File: src/rtl/keypad_pkg.sv
// Shared types and constants for the 4x4 keypad encoder: debounce states,
// matrix geometry, the key map and the column-drive reset pattern.
package keypad_pkg;

    typedef enum logic [1:0] {
        IDLE,
        PRESS_PEND,
        HELD,
        REL_PEND
    } kp_state_t;

    localparam int NUM_ROWS = 4;
    localparam int NUM_COLS = 4;

    localparam logic [NUM_COLS-1:0] COL_RESET = 4'b1110;

    // Indexed by {row, col}; entry 0 is row 0 / column 0.
    localparam logic [NUM_ROWS*NUM_COLS-1:0][3:0] KEYMAP = {
        4'hD, 4'hE, 4'hF, 4'h0,
        4'hC, 4'h9, 4'h8, 4'h7,
        4'hB, 4'h6, 4'h5, 4'h4,
        4'hA, 4'h3, 4'h2, 4'h1
    };

endpackage

File: src/rtl/sync_2ff.sv
// Two-flop synchronizer for asynchronous level inputs; resets to RESET_VAL
// so the idle state of the input is seen straight out of reset.
module sync_2ff #(
    parameter int               WIDTH     = 1,
    parameter logic [WIDTH-1:0] RESET_VAL = '0
) (
    input  logic             clk,
    input  logic             rst,
    input  logic [WIDTH-1:0] d,
    output logic [WIDTH-1:0] q
);

    logic [WIDTH-1:0] meta;

    always_ff @(posedge clk) begin
        if (rst) begin
            meta <= RESET_VAL;
            q    <= RESET_VAL;
        end else begin
            meta <= d;
            q    <= meta;
        end
    end

endmodule

File: src/rtl/keypad_encoder.sv
// 4x4 matrix keypad scanner, debouncer and hex encoder.
// Optional KEYPAD_HISTORY_EN adds a 16-bit shift history of accepted keys.
module keypad_encoder
    import keypad_pkg::*;
#(
    parameter int SCAN_DIV       = 1000,
    parameter int DEBOUNCE_SCANS = 8
) (
    input  logic        clk,
    input  logic        rst,
    output logic [3:0]  col,
    input  logic [3:0]  row,
    output logic [3:0]  key_code,
    output logic        key_valid,
    output logic        key_held
`ifdef KEYPAD_HISTORY_EN
    ,
    output logic [15:0] history
`endif
);

    localparam int DIV_W = (SCAN_DIV > 1) ? $clog2(SCAN_DIV) : 1;
    localparam int CNT_W = $clog2(DEBOUNCE_SCANS + 1);
    localparam int CIX_W = $clog2(NUM_COLS);

    logic [DIV_W-1:0] div_cnt;
    logic [CIX_W-1:0] col_idx;
    logic             slot_end;
    logic             scan_done;
    logic [3:0]       row_s;

    sync_2ff #(.WIDTH(NUM_ROWS), .RESET_VAL('1)) u_row_sync (
        .clk (clk),
        .rst (rst),
        .d   (row),
        .q   (row_s)
    );

    assign slot_end  = (div_cnt == DIV_W'(SCAN_DIV - 1));
    assign scan_done = slot_end && (col_idx == CIX_W'(NUM_COLS - 1));

    always_ff @(posedge clk) begin
        if (rst) begin
            div_cnt <= '0;
            col_idx <= '0;
            col     <= COL_RESET;
        end else if (slot_end) begin
            div_cnt <= '0;
            col_idx <= col_idx + 1'b1;
            col     <= {col[NUM_COLS-2:0], col[NUM_COLS-1]};
        end else begin
            div_cnt <= div_cnt + 1'b1;
        end
    end

    // Lowest active row in the driven column wins.
    logic       hit;
    logic [3:0] hit_code;

    always_comb begin
        hit      = 1'b0;
        hit_code = '0;
        for (int r = NUM_ROWS - 1; r >= 0; r--) begin
            if (!row_s[r]) begin
                hit      = 1'b1;
                hit_code = KEYMAP[{2'(r), col_idx}];
            end
        end
    end

    // Earliest column of the scan keeps the result; later hits are ignored.
    logic       found_acc;
    logic [3:0] code_acc;
    logic       scan_found;
    logic [3:0] scan_code;

    assign scan_found = found_acc | hit;
    assign scan_code  = found_acc ? code_acc : hit_code;

    always_ff @(posedge clk) begin
        if (rst) begin
            found_acc <= 1'b0;
            code_acc  <= '0;
        end else if (slot_end) begin
            if (scan_done) begin
                found_acc <= 1'b0;
                code_acc  <= '0;
            end else if (!found_acc && hit) begin
                found_acc <= 1'b1;
                code_acc  <= hit_code;
            end
        end
    end

    // key_valid: single-cycle strobe with no back-pressure; key_code is
    // stable while key_valid is high and stays until the next strobe.
    kp_state_t        state, state_n;
    logic [3:0]       cand, cand_n;
    logic [CNT_W-1:0] cnt, cnt_n;
    logic [3:0]       code_n;
    logic             valid_n;

    always_comb begin
        state_n = state;
        cand_n  = cand;
        cnt_n   = cnt;
        code_n  = key_code;
        valid_n = 1'b0;
        if (scan_done) begin
            case (state)
                IDLE: begin
                    if (scan_found) begin
                        state_n = PRESS_PEND;
                        cand_n  = scan_code;
                        cnt_n   = CNT_W'(1);
                    end
                end
                PRESS_PEND: begin
                    if (!scan_found) begin
                        state_n = IDLE;
                        cnt_n   = '0;
                    end else if (scan_code != cand) begin
                        cand_n = scan_code;
                        cnt_n  = CNT_W'(1);
                    end else if (cnt >= CNT_W'(DEBOUNCE_SCANS - 1)) begin
                        state_n = HELD;
                        code_n  = cand;
                        valid_n = 1'b1;
                        cnt_n   = '0;
                    end else begin
                        cnt_n = cnt + 1'b1;
                    end
                end
                HELD: begin
                    if (!scan_found) begin
                        state_n = REL_PEND;
                        cnt_n   = CNT_W'(1);
                    end
                end
                REL_PEND: begin
                    if (scan_found) begin
                        state_n = HELD;
                        cnt_n   = '0;
                    end else if (cnt >= CNT_W'(DEBOUNCE_SCANS - 1)) begin
                        state_n = IDLE;
                        cnt_n   = '0;
                    end else begin
                        cnt_n = cnt + 1'b1;
                    end
                end
                default: begin
                    state_n = IDLE;
                    cnt_n   = '0;
                end
            endcase
        end
    end

    always_ff @(posedge clk) begin
        if (rst) begin
            state     <= IDLE;
            cand      <= '0;
            cnt       <= '0;
            key_code  <= '0;
            key_valid <= 1'b0;
        end else begin
            state     <= state_n;
            cand      <= cand_n;
            cnt       <= cnt_n;
            key_code  <= code_n;
            key_valid <= valid_n;
        end
    end

    assign key_held = (state == HELD) || (state == REL_PEND);

`ifdef KEYPAD_HISTORY_EN
    always_ff @(posedge clk) begin
        if (rst) begin
            history <= '0;
        end else if (valid_n) begin
            history <= {history[11:0], cand};
        end
    end
`endif

endmodule

File: config.mk
export PLATFORM = sky130hd
export DESIGN_NAME = keypad_encoder
export DESIGN_NICKNAME = d
export VERILOG_FILES = /design/src/rtl/keypad_pkg.sv /design/src/rtl/sync_2ff.sv /design/src/rtl/keypad_encoder.sv
export SDC_FILE = /design/constraint.sdc
export NUM_CORES = 1
export LEC_CHECK = 0
export ABC_AREA = 1
export ABC_CLOCK_PERIOD_IN_PS = 4600
export BUFFER_PORTS_ARGS = -buffer_cell sky130_fd_sc_hd__buf_2
export CORE_MARGIN = 4
export CORE_UTILIZATION = 64
export CTS_CLUSTER_SIZE = 28
export DETAILED_ROUTE_END_ITERATION = 16
export PLACE_DENSITY = 0.84
export SETUP_SLACK_MARGIN = 0.1
export SLEW_MARGIN = 5
export SYNTH_ARGS = -nofsm -noshare
export SYNTH_HDL_FRONTEND = slang
export SYNTH_SLANG_ARGS = --single-unit
File: constraint.sdc
create_clock -name clk -period 4.6 [get_ports clk]
set_input_delay 0.46 -clock clk [delete_from_list [all_inputs] [get_ports clk]]
set_output_delay 0.46 -clock clk [all_outputs]
set_load 0.005 [all_outputs]
# Yosys cells after proc, flatten, opt, wreduce, memory -nomap -nowiden
# Cells that the tools add are included.
# word_totals
ram_bits	0
mem_count	0
ff_bits	44
latch_bits	0
input_bits	6
wordCells	93
romBits	0
# op_classes
mul	0
n_reduce_logical	14
order_cmp	5
n_div	0
add_sub_neg	3
n_eq_ne	13
bitwise	5
n_mux	41
n_shift	0
# ops
cell	n
4-bit 2-to-1 mux	20
4-bit binary-select mux with 2-bit select	4
4-bit case mux with 4 select lines	1
2-bit 2-to-1 mux	7
10-bit by 1-bit adder with 10-bit output, second input constant	1
10-bit == test, second input constant	1
4-bit by 5-bit < comparator with 1-bit output, second input constant	2
5-bit AND reduction	2
3-bit != test, second input constant	3
2-bit != test, second input constant	4
2-bit case mux with 4 select lines	1
4-bit case mux with 2 select lines	1
1-bit 2-to-1 mux	7
2-bit == test, second input constant	3
6-bit AND reduction	1
2-bit by 5-bit < comparator with 1-bit output, second input constant	1
3-bit by 5-bit < comparator with 1-bit output, second input constant	1
5-bit OR reduction	1
4-bit by 1-bit adder with 4-bit output, second input constant	1
4-bit by 3-bit greater-or-equal comparator with 1-bit output, second input constant	1
4-bit != test	1
1-bit NOT	4
2-bit nonzero test	2
3-bit AND reduction	1
9 further kinds	10

# Logic depth before layout (Yosys ltp)
# Gate-level depths: netlist of the first run.
# logic_depth
depth_word	11
depth_mapped	16
depth_no_buf	16

# Hierarchy
# A second synthesis of the first run with hierarchy kept.
# hier_totals
hier_cells	323
area_unflattened_um2	2217.1
# modules_own_cells
module	area_per_inst_um2	cells_per_inst	seq_area_each_um2	instances
keypad_encoder	1993.2	298	720.7	1
sync_2ff	224.0	25	160.2	1

# Worst setup path after synthesis of the first run
# Ideal clock, no wire load.
# synth_path
kind	register -> register
from	register col_idx[0]
to	register cand[0]
path_buffers	0
slack_ns	2.788
arrival_time_ns	1.699
setup_time_ns	0.113
required_time_ns	4.487
period_less_slack_ns	1.812
stages_incl_launch_ff	17
path_cell_list	dfxtp_1 inv_1 ha_1 nor2_1 nor2_1 nand2_1 nand3_1 nand2_1 nand2_1 nand2_1 nand2_1 inv_2 nand3_2 nand2_2 nand2_1 nand2_1 nor2_1
# synth_via
elab_chain_cells	10
# synth_rtl
element	line	source
start: declaration	keypad_encoder.sv:27	logic [CIX_W-1:0] col_idx;
start signal: assignment	keypad_encoder.sv:49	col_idx <= col_idx + 1'b1;
4-bit binary-select mux with 2-bit select	keypad_encoder.sv:66	hit_code = KEYMAP[{2'(r), col_idx}];
4-bit 2-to-1 mux (not written as such)	keypad_encoder.sv:66	
4-bit 2-to-1 mux (4 in a row)	keypad_encoder.sv:64	if (!row_s[r]) begin
4-bit 2-to-1 mux	keypad_encoder.sv:78	assign scan_code = found_acc ? code_acc : hit_code;
4-bit != test / 4-bit 2-to-1 mux (equally long branches)	keypad_encoder.sv:122	end else if (scan_code != cand) begin
2-bit != test (no source line) / 4-bit 2-to-1 mux (equally long branches)	n/a	
5-bit AND reduction (no source line) / 4-bit case mux with 2 select lines (equally long branches)	n/a	
end signal: assignment	keypad_encoder.sv:168	cand <= cand_n;
end: declaration	keypad_encoder.sv:98	logic [3:0] cand, cand_n;
# Several ways; a longest one is shown, not always the timed one. The select of a mux whose other input is x is not followed.
# A chain may end at the register's enable or synchronous reset.

# Worst setup path after layout of the first run
# Same ends and word-level chain as after synthesis.

==> results of run 1 <==
-- layout make-up --
cell class                      count  area [um^2]
Clock inverter                      1         7.51
Clock buffer                        7         55.1
Inverter                           44          165
Tap cell                           46         57.6
Timing Repair Buffer               15         75.1
Fill cell                         311          923
Multi-Input combinational cell    226         1200
Sequential cell                    44          881
-- logic make-up (layout without fill, tap and decap cells) --
logic type | after synthesis | after routing
simple gates | 181 | 181
buf+inv | 48 | 67
flops | 44 | 44
compound gates | 34 | 34
fa+ha+maj | 7 | 7
xor+xnor | 4 | 4
-- synth_stat cells, drive strengths merged --
master,count,area [um^2]
a211oi,1,7.51
clkbuf,2,7.51
a21oi,20,104
dfxtp,44,881
a31oi,1,6.26
and2,1,6.26
nor3b,2,15.0
buf,2,8.75
o21ai,10,53.8
and3,1,11.3
xnor2,1,8.76
inv,43,161
nand2,89,359
clkinv,1,3.75
or2,12,77.6
xor2,3,26.3
nand3,25,153
nor2,44,198
ha,7,87.6
nand3b,2,15.0
o211ai,2,15.0
nand4,3,33.8
nor3,2,21.3
-- routing by layer --
metal / up-vias / wire [um] / track usage, %
met5: - / 0 / 0
met4: 0 / 40 / 7.59
met3: 4 / 167 / 3.49
met2: 37 / 2220 / 40.2
met1: 879 / 1880 / 23.7
li1: 1027 / - / -
-- power breakdown --
part	switching [W]	internal [W]	total, W
logic	0.0000290	0.0000157	0.0000447
registers	0.00000385	0.000386	0.000390
clock network	0.000119	0.0000750	0.000194
-- sequential cells by signal (all words and copies together), names as in the netlist, named ones only --
| signal | count |
|---|---|
| div_cnt | 10 |
| col_idx | 2 |
| cnt | 4 |
| state | 1 |
| cand | 4 |
| u_row_sync.meta | 4 |
| code_acc | 4 |
| key_code | 4 |
| u_row_sync.q | 4 |
| col | 4 |
| found_acc | 1 |
| key_valid | 1 |
-- placed cells by master, fill, tap and decap left out, types with 2 or more instances in the layout --
cell	instances
a21oi_1	19
buf_2	15
clkbuf_4	5
dfxtp_1	44
ha_1	7
inv_1	39
inv_2	4
nand2_1	81
nand2_2	7
nand3_1	21
nand3_2	3
nand3b_1	2
nand4_1	2
nor2_1	39
nor2_4	4
nor3b_1	2
o211ai_1	2
o21ai_0	9
or2_1	2
or2_2	9
xor2_1	3
-- through the flow --
step | hold slack, ns | setup slack (ns) | instance area (um^2)
after floorplan | 0.389 | 2.79 | 2260
after global placement | 0.390 | 2.66 | 2380
after global routing | 0.281 | 2.32 | 2440
after CTS | 0.284 | 2.54 | 2440
after detailed placement | 0.393 | 2.56 | 2380
final | 0.291 | 2.55 | 2440
-- critical path: cells and delay by family, from the launching register on --
family	cells	cell delay, ns
flip-flops	1	0.39
buffers and inverters	2	0.19
adder cells (fa/ha/maj)	1	0.35
AND/OR/NAND/NOR	13	1.07
-- final timing paths --
path | startpoint | end | slack [ns] | cells after the start
min reg2reg | u_row_sync.meta[2] | u_row_sync.q[2] | 0.42 | 1
max | col_idx[0] | cand[0] | 2.55 | 16
max reg2reg | col_idx[0] | cand[0] | 2.55 | 16
min | row[3] | u_row_sync.meta[3] | 0.29 | 2
==> flow_summary.yaml, run 1 <==
outcome:
  status: "completed"
setup_path:
  critical_path_class: "reg2reg"
  startpoint_type: "flip-flop"
  crit_chain: "inv_1, ha_1, nor2_1, nor2_1, nand2_1, nand3_1, nand2_1, nand2_1, nand2_1, nand2_1, inv_2, nand3_2, nand2_2, nand2_1, nand2_1, nor2_1"
  crit_slowest_cell: "dfxtp_1"
  crit_path_end_kind: "flip-flop"
  cp_common_cell: "nand2_1"
  crit_required_ns: 4.85
  path_max_fanout: 6
  cp.arrival_ns: 2.30
  slowest_delay_ns: 0.39
grt:
  grt_max_degree: 20
  grt_overflow: 0
  grt_use_total_pct: 21.3
  antenna_found_initial: 0
  grt_pass1_vias: 1768
  grt_pass1_wl_um: 7390
floorplan:
  start_util_pct: 67.2
  io_pins: 16
  fp.dieArea_um2: 4550
  die_y_um: 67.4
  fp.coreArea_um2: 3360
  rows: 21
  die_x_um: 67.4
power_and_ir_drop:
  finalPower_w: 0.000629
  powerDensity_nw_per_um2: 258
  p_leak_nw: 1.23
  ir_drop_v: 0.000174
final_layout:
  area_delta_synth_final_pct: 7.91
  drive_gt1_share_pct: 17.2
  postLayoutCoreUtil_pct: 72.5
  antennaDiodeCount: 0
  fin_cells: 383
  nets: 349
sta:
  skew_ns: 0.00704
  setup_viol: 0
  slew_headroom_pct: 66.9
  fin_crit_ns: 2.05
  fmax_ghz: 0.487
  grt_setup_unrepaired: "no"
  finalMaxSlewViolations: 0
  hold_viol: 0
  fin_tns_setup_ns: 0
  worstMarginPinSlew_ns: 0.491
  finalCritPeriodShare_pct: 44.7
synth:
  synth_xor_area_share_pct: 1.55
  ys_types: 37
  synth_top_family_by_area: "simple AND/OR/NAND/NOR gates"
  synth_compound_area_share_pct: 8.25
  synth-simple-area-share_pct: 39.3
  syn_area_per_cell_um2: 7.11
  ys_ff_latch: 44
  ys_warn_count: 0
  synth_area_um2: 2260
  synth_fp_nets: 331
  synthAdderAreaFrac_pct: 3.87
  yosysSeqAreaShare_pct: 39.0
  synth_mux_area_share_pct: 0
  synthCells: 318
drt:
  via_per_inst: 5.08
  drt_pass1_iterations: 4
  drt_wl_total_um: 4300
  wl_per_cell_um: 11.2
  drcViolationCount: 0
  drt_iter0_markers: 78
  vias: 1947
  postRouteAntennaNets: 0
clocking:
  clk_latency_ns: 0.34
  clkTransAtPathRegs_ns: 0.12
  clock-sinks: 44
  postCtsSetupRepairBufs: 0
  cts_hold_buf: 0
  numCtsBuffers: 5
  cts_tree: "yes"
  htreeDepth: 2
  cts_resized: 0
  cts-root-buf: "clkbuf_4"
  cts_buffer_depth: 2
placement:
  gp_congestion: 0.879
  portBuffers: 15
  dp.cells: 375
  dp_hpwl_um: 3300
job:
  cap_violations: 0
min_path:
  hold_class: "in2reg"
Note: power is estimated with default switching activity, not from simulation.
==> run 2: changes to the inputs <==
--- a/config.mk
+++ b/config.mk
@@ -6,13 +6,13 @@
 export NUM_CORES = 1
 export LEC_CHECK = 0
 export ABC_AREA = 1
-export ABC_CLOCK_PERIOD_IN_PS = 4600
+export ABC_CLOCK_PERIOD_IN_PS = 1800
 export BUFFER_PORTS_ARGS = -buffer_cell sky130_fd_sc_hd__buf_2
 export CORE_MARGIN = 4
-export CORE_UTILIZATION = 64
+export CORE_UTILIZATION = 54
 export CTS_CLUSTER_SIZE = 28
 export DETAILED_ROUTE_END_ITERATION = 16
-export PLACE_DENSITY = 0.84
+export PLACE_DENSITY = 0.75
 export SETUP_SLACK_MARGIN = 0.1
 export SLEW_MARGIN = 5
 export SYNTH_ARGS = -nofsm -noshare
==> constraint.sdc (replaced) <==
create_clock -name clk -period 1.8 [get_ports clk]
set_input_delay 0.18 -clock clk [delete_from_list [all_inputs] [get_ports clk]]
set_output_delay 0.18 -clock clk [all_outputs]
set_load 0.005 [all_outputs]
==> run 2 against run 1 <==
The run now ends with setup timing left. Final area rose by 16%. Critical path depth shrank 3. Die area grew 16%. Critical path type unchanged. Highest routed layer unchanged.
==> flow_summary.yaml, run 2 (synthesized netlist as in run 1, its figures left out) <==
final_layout:
  final_cell_area_um2: 2830
  regMostFlops: "div_cnt"
  largest_reg_flops: 10
  drive_gt1_share_pct: 31.0
  layout_common_cells: "72 x nand2_1, 38 x dfxtp_1, 36 x inv_1, 36 x nor2_1, 17 x a21oi_1"
  area_delta_synth_final_pct: 25.1
  nets: 367
  antennaDiodeCount: 0
  final_common_cell: "nand2_1"
drt:
  vias: 2012
  postRouteAntennaNets: 0
  drt_pass1_iterations: 4
  drt_iter0_markers: 91
  drt_wl_total_um: 4790
  drcViolationCount: 0
  via_per_inst: 4.97
  wl_per_cell_um: 11.8
setup_path:
  crit_slowest_cell: "dfxtp_4"
  path_max_fanout: 4
  crit_path_end_kind: "flip-flop"
  worst-path-buf-inv: 7
  cp.arrival_ns: 2.02
  crit_chain: "inv_6, ha_4, nor2_2, nor2_1, nand2_1, buf_4, buf_4, buf_4, buf_4, buf_6, buf_6, nand3_2, a21oi_1"
  crit_family: "buffers and inverters"
  crit_required_ns: 1.98
  cp_common_cell: "buf_4"
  critical_path_class: "reg2reg"
  startpoint_type: "flip-flop"
  slowest_delay_ns: 0.39
outcome:
  violations: "setup timing"
  status: "finished with violations"
sta:
  holdWs_ns: 0.0659
  setup_viol: 3
  slew_headroom_pct: 74.6
  finalMaxSlewViolations: 0
  fin_crit_ns: 1.84
  skew_ns: 0.00727
  grt_setup_unrepaired: "yes"
  worstMarginPinSlew_ns: 0.381
  fmax_ghz: 0.544
  hold_viol: 0
  fin_tns_setup_ns: -0.0678
  finalCritPeriodShare_pct: 102
  timing.final.ws_setup_ns: -0.0399
grt:
  grt_overflow: 0
  antenna_found_initial: 0
  grt_max_degree: 20
  grt_use_total_pct: 20.1
  grt_pass1_vias: 1910
  grt_pass1_wl_um: 8250
min_path:
  hold_class: "in2reg"
floorplan:
  fp.dieArea_um2: 5290
  io_pins: 16
  rows: 23
  die_x_um: 72.7
  start_util_pct: 56.1
  die_y_um: 72.7
  fp.coreArea_um2: 4030
placement:
  gp_congestion: 0.895
  dp_hpwl_um: 3280
  portBuffers: 15
  placed_cell_area_um2: 2490
clocking:
  numCtsBuffers: 5
  cts_tree: "yes"
  cts-root-buf: "clkbuf_8"
  clk_latency_ns: 0.30
  htreeDepth: 2
  clkTransAtPathRegs_ns: 0.08
  cts_hold_buf: 0
  clock-sinks: 44
  cts_buffer_depth: 2
job:
  cap_violations: 0
power_and_ir_drop:
  p_sw_share_pct: 20.6
  clockPowerShare_pct: 46.0
  ir_drop_v: 0.000495
  pwr-share-seq_pct: 47.0
  power_switching_w: 0.000437
  p_leak_nw: 1.39
  intPower_w: 0.00168
  powerDensity_nw_per_um2: 749
  p_comb_share_pct: 7.0
[run 2: changes by cell type in the layout (fill, tap and decap cells not counted), sizes merged]
| cell | delta |
|---|---|
| bufinv | +2 |
| clkinvlp | -1 |
| buf | +18 |
| clkbuf | -1 |
[run 2: routing by layer]
metal / share of wire, % / track usage, %
met1: 48 / 25.6
met2: 47 / 33.2
met3: 4.0 / 4.41
met4: 1.5 / 7.58
met5: 0 / 0
[run 2: timing repair]
action                                 in CTS  in global routing
pin swaps                                  12                 10
buffers inserted                            7                  2
endpoints found under the hold margin       0                  0
gates resized for setup                    17                 16
setup endpoints to repair                  14                 19
cloned                                      0                  0
[run 2: power groups by stage]
stage	Combinational, W	Clock (W)	Sequential [W]
final	0.000149	0.000974	0.000995
after CTS	0.000138	0.00100	0.000994
after global placement	0.000116	0	0.00102
after detailed placement	0.000119	0	0.00102
after global routing	0.000166	0.00103	0.000997
after floorplan	0.0000924	0	0.00102
[run 2: cell type report]
type,count,area (um^2)
Inverter,44,175
Sequential cell,44,893
Fill cell,321,1200
Timing Repair Buffer,33,218
Tap cell,50,62.6
Clock inverter,2,60.1
Multi-Input combinational cell,226,1330
Clock buffer,6,93.8
[run 2: worst paths after layout]
kind	from	end	slack, ns	cells past startpoint
max	col_idx[1]	code_acc[2]	-0.04	13
min	row[3]	u_row_sync.meta[3]	0.07	2
min reg2reg	u_row_sync.meta[3]	u_row_sync.q[3]	0.42	1
max reg2reg	col_idx[1]	code_acc[2]	-0.04	13
[run 2: worst register-to-register path: cells and delay by family, from the launching register on]
family                   cells  cell delay, ns
AO/OA/AOI/OAI                1            0.06
adder cells (fa/ha/maj)      1            0.27
buffers and inverters        7            0.76
flip-flops                   1            0.39
AND/OR/NAND/NOR              4            0.24
[run 2: per-stage QoR]
stage / instances / total power (W) / util, % / worst slack (ns)
2_1_floorplan: 318 / 0.00111 / - / 0.115
3_3_place_gp: 388 / 0.00113 / 61.9 / -0.0408
3_5_place_dp: 388 / 0.00114 / 61.9 / -0.0857
4_1_cts: 403 / 0.00213 / 68.5 / -0.00873
5_1_grt: 405 / 0.00220 / 70.2 / -0.143
6_report: 405 / 0.00212 / 70.2 / -0.0399
==> run 3: changes to the inputs <==
--- a/config.mk
+++ b/config.mk
@@ -9,12 +9,13 @@
 export ABC_CLOCK_PERIOD_IN_PS = 1800
 export BUFFER_PORTS_ARGS = -buffer_cell sky130_fd_sc_hd__buf_2
 export CORE_MARGIN = 4
-export CORE_UTILIZATION = 54
+export CORE_UTILIZATION = 53
 export CTS_CLUSTER_SIZE = 28
 export DETAILED_ROUTE_END_ITERATION = 16
-export PLACE_DENSITY = 0.75
+export PLACE_DENSITY = 0.74
 export SETUP_SLACK_MARGIN = 0.1
 export SLEW_MARGIN = 5
 export SYNTH_ARGS = -nofsm -noshare
 export SYNTH_HDL_FRONTEND = slang
+export SYNTH_HIERARCHICAL = 1
 export SYNTH_SLANG_ARGS = --single-unit
==> run 3 against run 2 <==
The run still ends with setup timing left. First-iteration DRC count rose by 6.6%. Clock power down 33%. Wire length down 1.1%. Worst hold slack lost 0.0060 ns. Worst setup slack better by 0.037 ns.
==> flow_summary.yaml, run 3 <==
clocking:
  cts_tree: "yes"
  cts_buffer_depth: 2
  clock-sinks: 44
  clk_latency_ns: 0.30
  cts-root-buf: "clkbuf_8"
  htreeDepth: 2
  clkTransAtPathRegs_ns: 0.08
  numCtsBuffers: 5
job:
  cap_violations: 0
min_path:
  hold_class: "in2reg"
sta:
  setup_viol: 2
  skew_ns: 0.00916
  fin_crit_ns: 1.80
  worstMarginPinSlew_ns: 0.359
  grt_setup_unrepaired: "yes"
  finalCritPeriodShare_pct: 100
  hold_viol: 0
  finalMaxSlewViolations: 0
  timing.final.ws_setup_ns: -0.00315
  fin_tns_setup_ns: -0.00619
  fmax_ghz: 0.555
  slew_headroom_pct: 75.8
setup_path:
  crit_required_ns: 2.00
  cp.arrival_ns: 2.00
  path_max_fanout: 6
  crit_path_end_kind: "flip-flop"
  critical_path_class: "reg2reg"
  startpoint_type: "flip-flop"
grt:
  grt_max_degree: 14
  grt_pass1_wl_um: 8160
  grt_pass1_vias: 1877
  antenna_found_initial: 0
  grt_use_total_pct: 19.5
  grt_overflow: 0
floorplan:
  start_util_pct: 55.0
  die_x_um: 72.7
  rows: 23
  fp.coreArea_um2: 4030
  io_pins: 16
  fp.dieArea_um2: 5280
  die_y_um: 72.7
placement:
  dp.cells: 394
  gp_congestion: 0.875
  dp_hpwl_um: 3350
  portBuffers: 15
  placed_cell_area_um2: 2470
synth:
  synth_area_leaders: "dfxtp_1 40%, nand2_1 15%, inv_1 8.1%"
  syn_area_per_cell_um2: 6.86
  synthArstFlopShare_pct: 0
  synthFlopType: "dfxtp_1"
  ys_warn_count: 6
  yosys-top-cells-count: "91 x nand2_1, 48 x inv_1, 44 x dfxtp_1"
  synth_fp_nets: 336
  synthCells: 323
  yosysTopAreaCellShare_pct: 39.7
  yosysSeqAreaShare_pct: 39.7
  post-synth-top-area-cell: "dfxtp_1"
  synth_most_common_cell: "nand2_1"
  ys_types: 32
  synth-edff-count: 0
  synth_area_um2: 2220
  ys_ff_latch: 44
final_layout:
  final_cell_area_um2: 2760
  antennaDiodeCount: 0
  fin_cells: 408
  nets: 370
  regMostFlops: "div_cnt"
  area_delta_synth_final_pct: 24.6
  largest_reg_flops: 10
  layout_common_cells: "80 x nand2_1, 44 x inv_1, 40 x dfxtp_1, 35 x nor2_1, 17 x a21oi_1"
  drive_gt1_share_pct: 27.4
  final_common_cell: "nand2_1"
drt:
  via_per_inst: 5.02
  drt_iter0_markers: 97
  postRouteAntennaNets: 0
  drt_pass1_iterations: 4
  drt_wl_total_um: 4740
  vias: 2050
  drcViolationCount: 0
  wl_per_cell_um: 11.6
outcome:
  violations: "setup timing"
  status: "finished with violations"
power_and_ir_drop:
  ir_drop_v: 0.000450
  powerDensity_nw_per_um2: 645
  p_leak_nw: 1.38
run 3: cell count changes after synthesis, moves of 4 or more:
cell	previous run	this run
nand2_1	81	91
inv_1	39	48
or2_2	9	1
nand2_2	7	2
nand3_1	21	25
nor3_1	1	5
run 3: final timing paths:
path                      startpoint                  to  slack (ns)  cells past startpoint
setup / recovery          col_idx[1]             cand[0]      -0.003                     13
hold / removal                row[0]  u_row_sync/meta[0]        0.06                      3
setup reg to reg          col_idx[1]             cand[0]      -0.003                     13
hold reg to reg   u_row_sync/meta[2]     u_row_sync/q[2]        0.41                      2
run 3: where the power goes:
part | total, W | leakage, nW | internal (W) | switching (W)
combinational | 0.000136 | 0.972 | 0.0000479 | 0.0000877
clock | 0.000653 | 0.0488 | 0.000313 | 0.000340
sequential | 0.000994 | 0.359 | 0.000983 | 0.0000104
run 3: cell families after synthesis:
family                   share of synthesized area, %
buffers and inverters                            9.76
flip-flops                                       39.7
adder cells (fa/ha/maj)                          3.95
XOR/XNOR                                         1.98
AO/OA/AOI/OAI                                    7.96
AND/OR/NAND/NOR                                  36.6
run 3: timing repair:
item / CTS / global route
hold buffers: 0 / 0
pin swaps: 12 / 14
endpoints found under the setup margin: 15 / 20
gates resized for setup: 22 / 19
setup buffers: 3 / 3
run 3: cell type report:
class / count / area, um^2
fill: 355 / 1270
clock inverter: 1 / 6.26
sequential: 44 / 891
inverter: 51 / 201
clock buffer: 7 / 86.3
timing repair buffer: 31 / 195
multi-input combinational: 224 / 1320
tap: 50 / 62.6
run 3: routing by layer:
metal | routed length (um) | up-vias | global-route usage, %
li1 | - | 1077 | -
met1 | 2160 | 926 | 24.5
met2 | 2300 | 37 | 32.5
met3 | 174 | 10 | 4.27
met4 | 102 | 0 | 7.58
met5 | 0 | - | 0
run 3: critical path: stages (launching register included):
cell     delay (ns)
dfxtp_4        0.39
inv_4          0.06
ha_4           0.16
or2_4          0.24
nand2_2        0.07
nand3_2        0.07
nand3_2        0.08
nand3_2        0.10
nor2_4         0.18
nand3_4        0.11
nand2_4        0.11
nand2_1        0.06
nand2_1        0.05
nor2_1         0.04
run 3: through the flow:
step / util, % / worst slack, ns / total power [W] / hold WS (ns)
floorplan: - / 0.103 / 0.00110 / 0.272
global placement: 61.4 / -0.0999 / 0.00113 / 0.360
detailed placement: 61.4 / -0.125 / 0.00113 / 0.363
CTS: 66.4 / -0.00980 / 0.00179 / 0.0549
global route: 68.6 / -0.144 / 0.00186 / 0.0657
finish: 68.6 / -0.00315 / 0.00178 / 0.0600
